## src/rtl/flow_ctrl_pkg.sv

```systemverilog
// Shared types and constants for the L-K flow frame scheduler.
package flow_ctrl_pkg;

    localparam int NUM_BANKS = 3;

    typedef logic [1:0] bank_idx_t;

    typedef enum logic [1:0] {
        S_IDLE   = 2'd0,
        S_START  = 2'd1,
        S_RUN    = 2'd2,
        S_RESULT = 2'd3
    } sched_state_e;

    localparam bank_idx_t WR_BANK_RST   = 2'd0;
    localparam bank_idx_t CURR_BANK_RST = 2'd1;
    localparam bank_idx_t PREV_BANK_RST = 2'd2;

endpackage

```

## src/rtl/frame_scheduler_watchdog.sv

```systemverilog
// Solve watchdog: cleared on launch, counts while the sequencer runs, and pulses
// expire on the cycle that would bring the count to TIMEOUT_CYCLES-1.
module frame_watchdog #(
    parameter int TIMEOUT_CYCLES = 200000
) (
    input  logic clk,
    input  logic rst_n,
    input  logic clear,
    input  logic run,
    output logic expire
);

    localparam int CW = (TIMEOUT_CYCLES > 2) ? $clog2(TIMEOUT_CYCLES) : 1;
    localparam logic [CW-1:0] LAST = CW'(TIMEOUT_CYCLES - 2);

    logic [CW-1:0] cnt_q, cnt_d;

    assign expire = run && (cnt_q == LAST);

    always_comb begin
        cnt_d = cnt_q;
        if (clear) begin
            cnt_d = '0;
        end else if (run && !expire) begin
            cnt_d = cnt_q + CW'(1);
        end
    end

    always_ff @(posedge clk or negedge rst_n) begin
        if (!rst_n) begin
            cnt_q <= '0;
        end else begin
            cnt_q <= cnt_d;
        end
    end

endmodule

```

## src/rtl/frame_scheduler.sv

```systemverilog
// Frame-level controller: rotates three frame banks between capture and solver and
// launches the pixel sequencer once per frame. Optional counters under FRAME_STATS_EN.
module frame_scheduler
    import flow_ctrl_pkg::*;
#(
    parameter int TIMEOUT_CYCLES = 200000,
    parameter int CNT_WIDTH      = 16
) (
    input  logic                 clk,
    input  logic                 rst_n,
    input  logic                 enable,
    input  logic                 frame_in,
    output logic [1:0]           wr_bank,
    output logic [1:0]           prev_bank,
    output logic [1:0]           curr_bank,
    output logic                 seq_start,
    input  logic                 seq_done,
    output logic                 busy,
    output logic                 flow_valid,
    input  logic                 flow_ack,
    output logic                 timeout_err
`ifdef FRAME_STATS_EN
    ,
    output logic [CNT_WIDTH-1:0] frame_cnt,
    output logic [CNT_WIDTH-1:0] drop_cnt
`endif
);

    sched_state_e state_q, state_d;
    bank_idx_t    wr_q, wr_d, curr_q, curr_d, prev_q, prev_d;
    logic         primed_q, primed_d;
    logic         pending_q, pending_d;
    logic         seq_start_q, seq_start_d;
    logic         flow_valid_q, flow_valid_d;
    logic         timeout_err_q, timeout_err_d;
    logic         rotate;
    logic         timed_out;
    logic         wd_expire;

    frame_watchdog #(
        .TIMEOUT_CYCLES(TIMEOUT_CYCLES)
    ) u_watchdog (
        .clk   (clk),
        .rst_n (rst_n),
        .clear (state_q == S_START),
        .run   (state_q == S_RUN),
        .expire(wd_expire)
    );

    always_comb begin
        state_d   = state_q;
        primed_d  = primed_q;
        pending_d = pending_q;
        rotate    = 1'b0;
        timed_out = 1'b0;

        // While busy the solver reads prev/curr, so a new frame only marks pending;
        // a second one before launch overwrites wr_bank in place (a drop).
        if (state_q != S_IDLE && frame_in) begin
            pending_d = 1'b1;
        end

        case (state_q)
            S_IDLE: begin
                if (enable && (frame_in || pending_q)) begin
                    rotate    = 1'b1;
                    pending_d = 1'b0;
                    if (primed_q) begin
                        state_d = S_START;
                    end else begin
                        primed_d = 1'b1;
                    end
                end
            end
            S_START: begin
                state_d = S_RUN;
            end
            S_RUN: begin
                if (seq_done) begin
                    state_d = S_RESULT;
                end else if (wd_expire) begin
                    state_d   = S_IDLE;
                    timed_out = 1'b1;
                end
            end
            S_RESULT: begin
                if (flow_ack) begin
                    if (enable && (pending_q || frame_in)) begin
                        rotate    = 1'b1;
                        pending_d = 1'b0;
                        state_d   = S_START;
                    end else begin
                        state_d = S_IDLE;
                    end
                end
            end
            default: state_d = S_IDLE;
        endcase
    end

    always_comb begin
        wr_d   = wr_q;
        curr_d = curr_q;
        prev_d = prev_q;
        if (rotate) begin
            prev_d = curr_q;
            curr_d = wr_q;
            wr_d   = prev_q;
        end
    end

    assign seq_start_d   = (state_d == S_START);
    assign flow_valid_d  = (state_d == S_RESULT);
    // Setting wins over the enable-low clear so an expiry is never lost.
    assign timeout_err_d = timed_out || (timeout_err_q && enable);

    always_ff @(posedge clk or negedge rst_n) begin
        if (!rst_n) begin
            state_q       <= S_IDLE;
            wr_q          <= WR_BANK_RST;
            curr_q        <= CURR_BANK_RST;
            prev_q        <= PREV_BANK_RST;
            primed_q      <= 1'b0;
            pending_q     <= 1'b0;
            seq_start_q   <= 1'b0;
            flow_valid_q  <= 1'b0;
            timeout_err_q <= 1'b0;
        end else begin
            state_q       <= state_d;
            wr_q          <= wr_d;
            curr_q        <= curr_d;
            prev_q        <= prev_d;
            primed_q      <= primed_d;
            pending_q     <= pending_d;
            seq_start_q   <= seq_start_d;
            flow_valid_q  <= flow_valid_d;
            timeout_err_q <= timeout_err_d;
        end
    end

`ifdef FRAME_STATS_EN
    logic [CNT_WIDTH-1:0] frame_cnt_q, frame_cnt_d;
    logic [CNT_WIDTH-1:0] drop_cnt_q, drop_cnt_d;
    logic                 solve_done;
    logic                 drop;

    assign solve_done = (state_q == S_RUN) && seq_done;
    assign drop       = frame_in && pending_q && ((state_q != S_IDLE) || enable);

    always_comb begin
        frame_cnt_d = frame_cnt_q;
        drop_cnt_d  = drop_cnt_q;
        if (solve_done) begin
            frame_cnt_d = frame_cnt_q + CNT_WIDTH'(1);
        end
        if (drop) begin
            drop_cnt_d = drop_cnt_q + CNT_WIDTH'(1);
        end
    end

    always_ff @(posedge clk or negedge rst_n) begin
        if (!rst_n) begin
            frame_cnt_q <= '0;
            drop_cnt_q  <= '0;
        end else begin
            frame_cnt_q <= frame_cnt_d;
            drop_cnt_q  <= drop_cnt_d;
        end
    end

    assign frame_cnt = frame_cnt_q;
    assign drop_cnt  = drop_cnt_q;
`endif

    assign wr_bank     = wr_q;
    assign curr_bank   = curr_q;
    assign prev_bank   = prev_q;
    assign seq_start   = seq_start_q;
    assign flow_valid  = flow_valid_q;
    assign timeout_err = timeout_err_q;
    assign busy        = (state_q != S_IDLE);

endmodule

```

## config.mk

```make
export PLATFORM = sky130hd
export DESIGN_NAME = frame_scheduler
export DESIGN_NICKNAME = d
export VERILOG_FILES = /design/src/rtl/flow_ctrl_pkg.sv /design/src/rtl/frame_scheduler_watchdog.sv /design/src/rtl/frame_scheduler.sv
export SDC_FILE = /design/constraint.sdc
export NUM_CORES = 1
export LEC_CHECK = 0
export CAP_MARGIN = 20
export CORE_ASPECT_RATIO = 0.6
export CORE_MARGIN = 2
export CORE_UTILIZATION = 40
export DETAILED_ROUTE_END_ITERATION = 6
export GPL_TIMING_DRIVEN = 0
export HOLD_SLACK_MARGIN = 0.06
export PLACE_DENSITY = 0.68
export SYNTH_ARGS = -nofsm -noshare
export SYNTH_HDL_FRONTEND = slang
export SYNTH_SLANG_ARGS = --single-unit
```

## constraint.sdc

```tcl
create_clock -name clk -period 2.2 [get_ports clk]
set_input_delay 0.44 -clock clk [delete_from_list [all_inputs] [get_ports clk]]
set_output_delay 0.44 -clock clk [all_outputs]
set_load 0.02 [all_outputs]
```

==> flow_summary.ini, run 1 <==
[placement]
hpwl_mm = 2.86
place_congestion = 0.911
io_buffers = 15
dp_slack_ns = -0.303

[routing]
drtIter0Drc = 75
wirelength_mm = 3.96
first_pass_iters = 5
wl_per_cell_um = 15.2
via_per_inst = 5.43
route.vias.total = 1417
drc = 0
ant_nets = 0

[floorplanning]
die-area_mm2 = 0.00494
rows = 18
die_x_um = 89.4
core_mm2 = 0.00414
fp.dieH_um = 55.2
io-pin-count = 16
initial_core_util_pct = 42.2

[final_layout]
multi_input_area_um2 = 943
regArea_um2 = 781
drive_gt1_share_pct = 25.9
final_util_pct = 52.0
fillers = 404
fin_nets = 212
antenna_cells = 0
synthToLayoutAreaGrowth_pct = 23.1

[setup_path]
cp_data_arrival_time_ns = 2.28
rrSetupSlack_ns = 0.12
critPathSlowestCell = or4_2
start_kind = flop
worstPathCellList = inv_1, ha_1, nand4b_1, nor4_4, buf_4, buf_4, or4_2, a21oi_1
r2r-end = u_watchdog.cnt_q[7]$_DFFE_PN0P_
crit_buf_inv = 3
crit_fanout = 5
crit_family = simple AND/OR/NAND/NOR gates
slowest_delay_ns = 0.63
rr_startpoint = u_watchdog.cnt_q[0]$_DFFE_PN0P_
worst-setup-path-type = reg2reg
critPathRequiredTime_ns = 2.40
cp_common_cell = buf_4
endpoint_kind = flop
r2r_cells = 8

[timing]
slew_violations = 0
setup_violations = 0
fmax_ghz = 0.481
finalHoldViolations = 0
finalCritPeriodShare_pct = 94.5
finClkSkew_ns = 0.00259
rsz0062_at_grt = no
period_needed_ns = 2.08
setup_slack_ns = 0.120
tightest_slew_ns = 0.691
slew_headroom_pct = 54.0

[cts]
tritoncts = yes
clk_latency_ns = 0.28
cts.clk_slew.worst_paths_ns = 0.06
cts_max_level = 2
clk_path_buf_depth = 2
cts-root-buf = clkbuf_8
numCtsBuffers = 5
clock-sinks = 31

[power_and_ir_drop]
pwr-share-comb_pct = 36.3
p_clk_share_pct = 29.2
p_switching_uw = 691
p_sw_share_pct = 34.9
seq_power_share_pct = 34.5
power_density_mw_per_mm2 = 920
cellLeakagePower_nw = 0.901
internal-power_mw = 1.29
vdd_ir_drop_max_uv = 877

[synth]
post-synth-top-count-cell = dfrtp_1
yosys.area.top_type = dfrtp_1
postSynthAreaPerCell_um2 = 10.1
synthFlopType = dfrtp_1
ys_seq_area_share_pct = 44.5
netlist-cell-type-count = 42
async_flop_share_pct = 100
synth_compound_area_share_pct = 15.1
syn-num-nets = 186
synth_top_family_by_area = simple AND/OR/NAND/NOR gates
ys_ff_latch = 31
synthCells = 174
synth_area_leaders = dfrtp_1 (41%), mux2_2 (7.1%), a21oi_1 (4.9%), ha_1 (4.3%), dfstp_2 (3.0%)
synth_top_area_share_pct = 41.5
synth_common_cells = dfrtp_1 (29), a21oi_1 (17), nand2_1 (12)
synth_fa_ha_area_share_pct = 4.29
synthSimpleGateAreaFrac_pct = 24.8
ys_warn_count = 0
synth_edf_count = 0
post_synth_xor_area_fraction_pct = 1.00
synthMuxAreaShare_pct = 7.08
synth_area_mm2 = 0.00175

[global_routing]
grt_pass1_vias = 1243
antenna_found_initial = 0
grt_pass1_wl_mm = 6.47
grt.total_usage_pct = 17.4
overflow = 0
grt_max_degree = 32

[status]
status = finished, final reports clean

[flow_run]
drv_cap = 0

[min_path]
hp-class = in2async
-- worst max path at each step --
stage                                          startpoint                               end  slack [ns]  cells after the start
final                     u_watchdog.cnt_q[0]$_DFFE_PN0P_   u_watchdog.cnt_q[7]$_DFFE_PN0P_        0.12                      8
after global routing      u_watchdog.cnt_q[0]$_DFFE_PN0P_   u_watchdog.cnt_q[9]$_DFFE_PN0P_        0.04                      8
after CTS                            state_q[0]$_DFF_PN0_  u_watchdog.cnt_q[17]$_DFFE_PN0P_        0.04                      6
after detailed placement                           enable          curr_bank[1]$_DFFE_PN0P_       -0.30                      4
after global placement                             enable          prev_bank[0]$_DFFE_PN0P_       -0.28                      4
after floorplan                      state_q[0]$_DFF_PN0_          curr_bank[1]$_DFFE_PN0P_        0.06                      6
-- metrics by stage --
stage,std cells,cell area [um^2],total power [mW],hold slack [ns],TNS [ns]
CTS,259,2130,1.96,0.225,0
finish,261,2150,1.98,0.196,0
floorplan,174,1750,1.17,0.144,0
detailed placement,249,1970,1.37,0.463,-2.30
global route,261,2150,2.11,0.267,0
global placement,249,1970,1.37,0.464,-1.93
-- repair_timing --
item | in CTS | in global routing
gates cloned | 0 | 0
hold buffers | 0 | 0
resized for setup | 7 | 5
setup buffers | 3 | 2
pin swaps | 1 | 1
setup endpoints to repair | 12 | 7
-- kinds of logic (layout without fill, tap and decap cells) --
family | count (synthesis) | in the layout
xor+xnor | 2 | 2
flops | 31 | 31
simple gates | 70 | 70
fa+ha+maj | 6 | 6
mux | 11 | 11
compound gates | 41 | 41
buf+inv | 13 | 40
-- power by group through the flow --
stage          clock (mW)  sequential [mW]  combinational [mW]
2_1_floorplan           0            0.694               0.473
3_3_place_gp            0            0.692               0.679
3_5_place_dp            0            0.693               0.679
4_1_cts             0.593            0.688               0.683
5_1_grt             0.613            0.693               0.808
6_report            0.579            0.683               0.719
-- metal layers --
layer	share of wire (%)	GRT usage, %
met2	37	20.2
met3	5.8	4.93
met1	56	29.8
met4	0.86	5.12
met5	0	0
-- registers in the layout, summed over array words and instances (netlist names) --
| register | cells |
|---|---|
| primed_q | 1 |
| state_q | 2 |
| prev_bank | 2 |
| timeout_err | 1 |
| seq_start | 1 |
| u_watchdog.cnt_q | 18 |
| curr_bank | 2 |
| wr_bank | 2 |
| flow_valid | 1 |
| pending_q | 1 |
-- cell type report --
class                      instances  area share [%]
sequential                        31            36.3
clock buffer                       6            3.83
multi-input combinational        130            43.8
buffer                             5            1.34
tap                               60            3.49
inverter                           7            1.22
timing repair buffer              20            8.43
clock inverter                     2            1.63
-- cell usage in the layout, fill, tap and decap left out, types with 2 or more instances in the layout --
master / instances
buf_4: 5
ha_1: 5
xnor2_1: 2
clkbuf_2: 2
or4_2: 5
dfstp_2: 2
o31ai_1: 5
clkbuf_1: 2
nand4_1: 3
clkbuf_8: 6
a21o_1: 3
or3_1: 5
inv_1: 7
nor2b_1: 5
nor2_1: 10
o211ai_1: 2
o21ai_0: 6
nand2_1: 12
a211oi_1: 2
nor4_1: 2
nor3_1: 2
clkdlybuf4s50_1: 13
dfrtp_2: 2
nand3_1: 7
dfrtp_1: 27
a21oi_1: 17
mux2_2: 11
nand4b_1: 3
Note: power is estimated with default switching activity, not from simulation.
==> inputs of run 2 (changes only) <==
Settings changed: CORE_MARGIN 2 to 3.
==> run 2 against run 1 <==
Net effect:
- hold slack better by 0.28 ns
- via count is 6.4% higher
- final area rose by 2.3%
- global-route usage up 1.3 points
- critical path depth shrank 4
- critical path type is now reg2out
==> flow_summary.ini, run 2 (synthesis gave the netlist of run 1 again) <==
[status]
status = finished, final reports clean

[global_routing]
grt_max_degree = 20
grt.total_usage_pct = 18.7
antenna_found_initial = 0
overflow = 0
grt_pass1_vias = 1461
grt_pass1_wl_mm = 7.44

[floorplanning]
die-area_mm2 = 0.00523
rows = 17
initial_core_util_pct = 44.5
die_x_um = 91.4
core_mm2 = 0.00394
fp.dieH_um = 57.2
io-pin-count = 16

[timing]
fmax_ghz = 0.473
rsz0062_at_grt = yes
setup_slack_ns = 0.0850
setup_violations = 0
finalHoldViolations = 0
tightest_slew_ns = 0.915
slew_headroom_pct = 38.8
finClkSkew_ns = 0.00723
period_needed_ns = 2.11
slew_violations = 0
finalCritPeriodShare_pct = 96.1

[setup_path]
cp_data_arrival_time_ns = 1.67
start_kind = flop
crit_fanout = 8
critPathRequiredTime_ns = 1.76
worst-setup-path-type = reg2out
endpoint_kind = output port

[power_and_ir_drop]
vdd_ir_drop_max_uv = 576
power_density_mw_per_mm2 = 929
cellLeakagePower_nw = 0.921

[final_layout]
antenna_cells = 0
regArea_um2 = 781
fin_nets = 215
drive_gt1_share_pct = 27.9
largest-register = u_watchdog.cnt_q
final_util_pct = 56.0
most-common-layout-cells = dfrtp_1 (27), a21oi_1 (16), clkdlybuf4s50_1 (14), nand2_1 (12), mux2_2 (11)
final_area_mm2 = 0.00220
final_common_cell = dfrtp_1
fillers = 325
largest_reg_flops = 18
multi_input_area_um2 = 958
synthToLayoutAreaGrowth_pct = 25.9

[placement]
place_congestion = 0.842
dp_slack_ns = -0.312
postPlaceCellArea_mm2 = 0.00199
hpwl_mm = 3.11
io_buffers = 15

[routing]
via_per_inst = 5.77
drtIter0Drc = 106
ant_nets = 0
drc = 0
first_pass_iters = 5
wl_per_cell_um = 16.7
wirelength_mm = 4.35
route.vias.total = 1507

[cts]
clk_latency_ns = 0.29
clk_path_buf_depth = 2
cts-root-buf = clkbuf_8
clock-sinks = 31
cts_max_level = 2
numCtsBuffers = 5
tritoncts = yes
cts.clk_slew.worst_paths_ns = 0.07
postCtsHoldBufs = 0

[flow_run]
drv_cap = 0

[min_path]
hp-class = reg2reg
[run 2: cell count changes in the layout (fill, tap and decap cells not counted), sizes merged]
| cell | delta |
|---|---|
| clkdlybuf4s50 | +1 |
| buf | +4 |
| clkbuf | -2 |
[run 2: metrics by stage]
| stage | power (mW) | setup TNS [ns] | cells | hold WS [ns] |
|---|---|---|---|---|
| 6_report | 2.05 | 0 | 261 | 0.481 |
| 5_1_grt | 2.18 | -0.000668 | 261 | 0.529 |
| 4_1_cts | 1.98 | -0.00632 | 258 | 0.488 |
| 3_5_place_dp | 1.38 | -2.52 | 247 | 0.463 |
| 3_3_place_gp | 1.35 | -1.62 | 246 | 0.464 |
| 2_1_floorplan | 1.17 | 0 | 174 | 0.144 |
[run 2: path summary, 6_finish.rpt]
kind | to | start | cells past startpoint | slack, ns
worst max-delay path | busy | state_q[0]$_DFF_PN0_ | 4 | 0.09
worst min-delay path | timeout_err$_DFF_PN0_ | timeout_err$_DFF_PN0_ | 2 | 0.48
worst max register to register | u_watchdog.cnt_q[15]$_DFFE_PN0P_ | state_q[0]$_DFF_PN0_ | 6 | 0.09
worst min register to register | timeout_err$_DFF_PN0_ | timeout_err$_DFF_PN0_ | 2 | 0.48
max in group asynchronous | curr_bank[0]$_DFFE_PN1P_ | rst_n | 2 | 0.85
min in group asynchronous | u_watchdog.cnt_q[14]$_DFFE_PN0P_ | rst_n | 1 | 0.67
[run 2: cell type report]
| class | instances | share of cell area [%] |
|---|---|---|
| clock buffer | 6 | 3.75 |
| buffer | 4 | 1.08 |
| multi-input combinational | 130 | 43.5 |
| sequential | 31 | 35.5 |
| inverter | 7 | 1.19 |
| clock inverter | 2 | 1.59 |
| timing repair buffer | 24 | 10.2 |
| tap | 57 | 3.24 |
[run 2: worst max-delay path, stage by stage, from the launching register on]
cell	delay [ns]
dfrtp_2	0.46
inv_1	0.10
ha_1	0.32
inv_1	0.16
dlygate4sd2_1	0.35
[run 2: what timing repair did]
| action | in CTS | in global routing |
|---|---|---|
| hold endpoints to repair | 0 | 0 |
| resized for setup | 8 | 7 |
| buffers inserted | 4 | 4 |
| setup endpoints to repair | 15 | 14 |
| pin swaps | 2 | 0 |
[run 2: per-layer routing]
metal  global-route usage, %  wire, um
met1                    26.2      2140
met2                    26.0      1860
met3                    7.38       265
met4                    7.08        81
met5                       0         0
[run 2: report_power, final]
group | switching, mW | internal, mW
combinational | 0.441 | 0.326
clock | 0.221 | 0.366
sequential | 0.0622 | 0.630
total | 0.724 | 1.32
==> inputs of run 3 (changes only) <==
Settings changed: CORE_ASPECT_RATIO 0.6 to default.
==> run 3 against run 2 <==
Net effect:
- global-route usage fell by 3.6 points
- cell count shrank 5.0%
- via count fell by 8.4%
- first-iteration DRC count is 3.8% lower
- setup slack gained 0.023 ns
- sequential share of layout area is 1.6 points higher
- critical path depth rose by 2
- power fell by 10%
- utilization fell by 4.8 points
- register-to-register slack improved by 0.02 ns
==> flow_summary.ini, run 3 (synthesis gave the netlist of run 1 again) <==
[status]
status = finished, final reports clean

[setup_path]
endpoint_kind = flop
cp_data_arrival_time_ns = 2.29
critPathRequiredTime_ns = 2.40
crit_fanout = 7
cp-endpoint = u_watchdog.cnt_q[17]$_DFFE_PN0P_
r2r-end = u_watchdog.cnt_q[17]$_DFFE_PN0P_
startpoint = state_q[0]$_DFF_PN0_
rrSetupSlack_ns = 0.11
rr_startpoint = state_q[0]$_DFF_PN0_
worst-setup-path-type = reg2reg
start_kind = flop
r2r_cells = 6

[global_routing]
top_usage_layer = met2
antenna_found_initial = 0
met3_usage_pct = 3.74
overflow = 0
grtUsageMet2_pct = 24.3
grt_pass1_wl_mm = 6.23
grt_max_degree = 32
grt.total_usage_pct = 15.1
met1_usage_pct = 19.9
grt_pass1_vias = 1383

[timing]
hold_ws_ns = 0.203
slew_headroom_pct = 54.6
final.setup.tns_ns = 0
finalCritPeriodShare_pct = 95.1
setup_violations = 0
tightest_slew_ns = 0.681
fmax_ghz = 0.478
setup_slack_ns = 0.108
finalHoldViolations = 0
rsz0062_at_grt = no
finClkSkew_ns = 0.00743
slew_violations = 0
period_needed_ns = 2.09

[cts]
numCtsBuffers = 5
postCtsHoldBufs = 0
clock-sinks = 31
cts_max_level = 2
cts.clk_slew.worst_paths_ns = 0.06
clk_path_buf_depth = 2
clk_latency_ns = 0.27
cts-root-buf = clkbuf_8
tritoncts = yes

[placement]
place_congestion = 0.811
hpwl_mm = 2.46
io_buffers = 15
dp_slack_ns = -0.228
postPlaceCellArea_mm2 = 0.00196
post-place-cells = 239

[floorplanning]
core_mm2 = 0.00412
die_x_um = 72.1
io-pin-count = 16
initial_core_util_pct = 42.5
fp.dieH_um = 72.1
die-area_mm2 = 0.00520
rows = 23

[final_layout]
final_area_mm2 = 0.00211
antenna_cells = 0
synthToLayoutAreaGrowth_pct = 20.5
fin_nets = 209
largest-register = u_watchdog.cnt_q
final-instance-count-excl-fill = 248
drive_gt1_share_pct = 24.7
largest_reg_flops = 18
most-common-layout-cells = dfrtp_1 (27), a21oi_1 (16), clkdlybuf4s50_1 (13), nand2_1 (12), mux2_2 (11)
final_common_cell = dfrtp_1

[routing]
drc = 0
route.vias.total = 1380
wl_per_cell_um = 14.2
wirelength_mm = 3.52
via_per_inst = 5.56
first_pass_iters = 4
drtIter0Drc = 102
ant_nets = 0

[power_and_ir_drop]
vdd_ir_drop_max_uv = 653
cellLeakagePower_nw = 0.876
power_density_mw_per_mm2 = 873

[min_path]
hp-class = in2async

[flow_run]
drv_cap = 0
## run 3: repair_timing
item,4_1_cts,5_1_grt
setup endpoints to repair,12,15
setup buffers,0,3
cloned,0,0
pin swaps,1,2
resized for setup,6,6
## run 3: final cells by class
cell class	instances	area (um^2)
buffer	4	23.8
clock buffer	8	100
fill	393	2010
inverter	7	26.3
multi-input combinational	130	947
sequential	31	781
tap	50	62.6
timing repair buffer	18	166
## run 3: worst min-delay path by stage
| stage | endpoint | slack (ns) | depth (start not counted) |
|---|---|---|---|
| floorplan | curr_bank[1]$_DFFE_PN0P_ | 0.14 | 0 |
| global placement | timeout_err$_DFF_PN0_ | 0.46 | 2 |
| detailed placement | timeout_err$_DFF_PN0_ | 0.47 | 2 |
| CTS | u_watchdog.cnt_q[7]$_DFFE_PN0P_ | 0.23 | 1 |
| global route | u_watchdog.cnt_q[6]$_DFFE_PN0P_ | 0.26 | 1 |
| finish | u_watchdog.cnt_q[6]$_DFFE_PN0P_ | 0.20 | 1 |
## run 3: per-layer routing
layer / wire, um / up-vias
li1: - / 691
met1: 1690 / 663
met2: 1700 / 24
met3: 111 / 2
met4: 19 / 0
met5: 0 / -
## run 3: power by group
group          internal (mW)  leakage [nW]  total (mW)  switching, mW
clock                  0.285        0.0515       0.482          0.197
sequential             0.630         0.411       0.693         0.0634
combinational          0.281         0.414       0.664          0.384
## run 3: worst max-delay path: stages (launching register included)
cell,delay (ns)
dfrtp_2,0.46
inv_1,0.10
ha_2,0.22
nand3_4,0.11
or4_4,0.60
or3_1,0.39
a21oi_2,0.15
## run 3: stage by stage
stage / total power [mW] / utilization, %
floorplan: 1.17 / -
global placement: 1.34 / 47.7
detailed placement: 1.35 / 47.6
CTS: 1.85 / 50.3
global route: 1.97 / 51.2
finish: 1.84 / 51.2
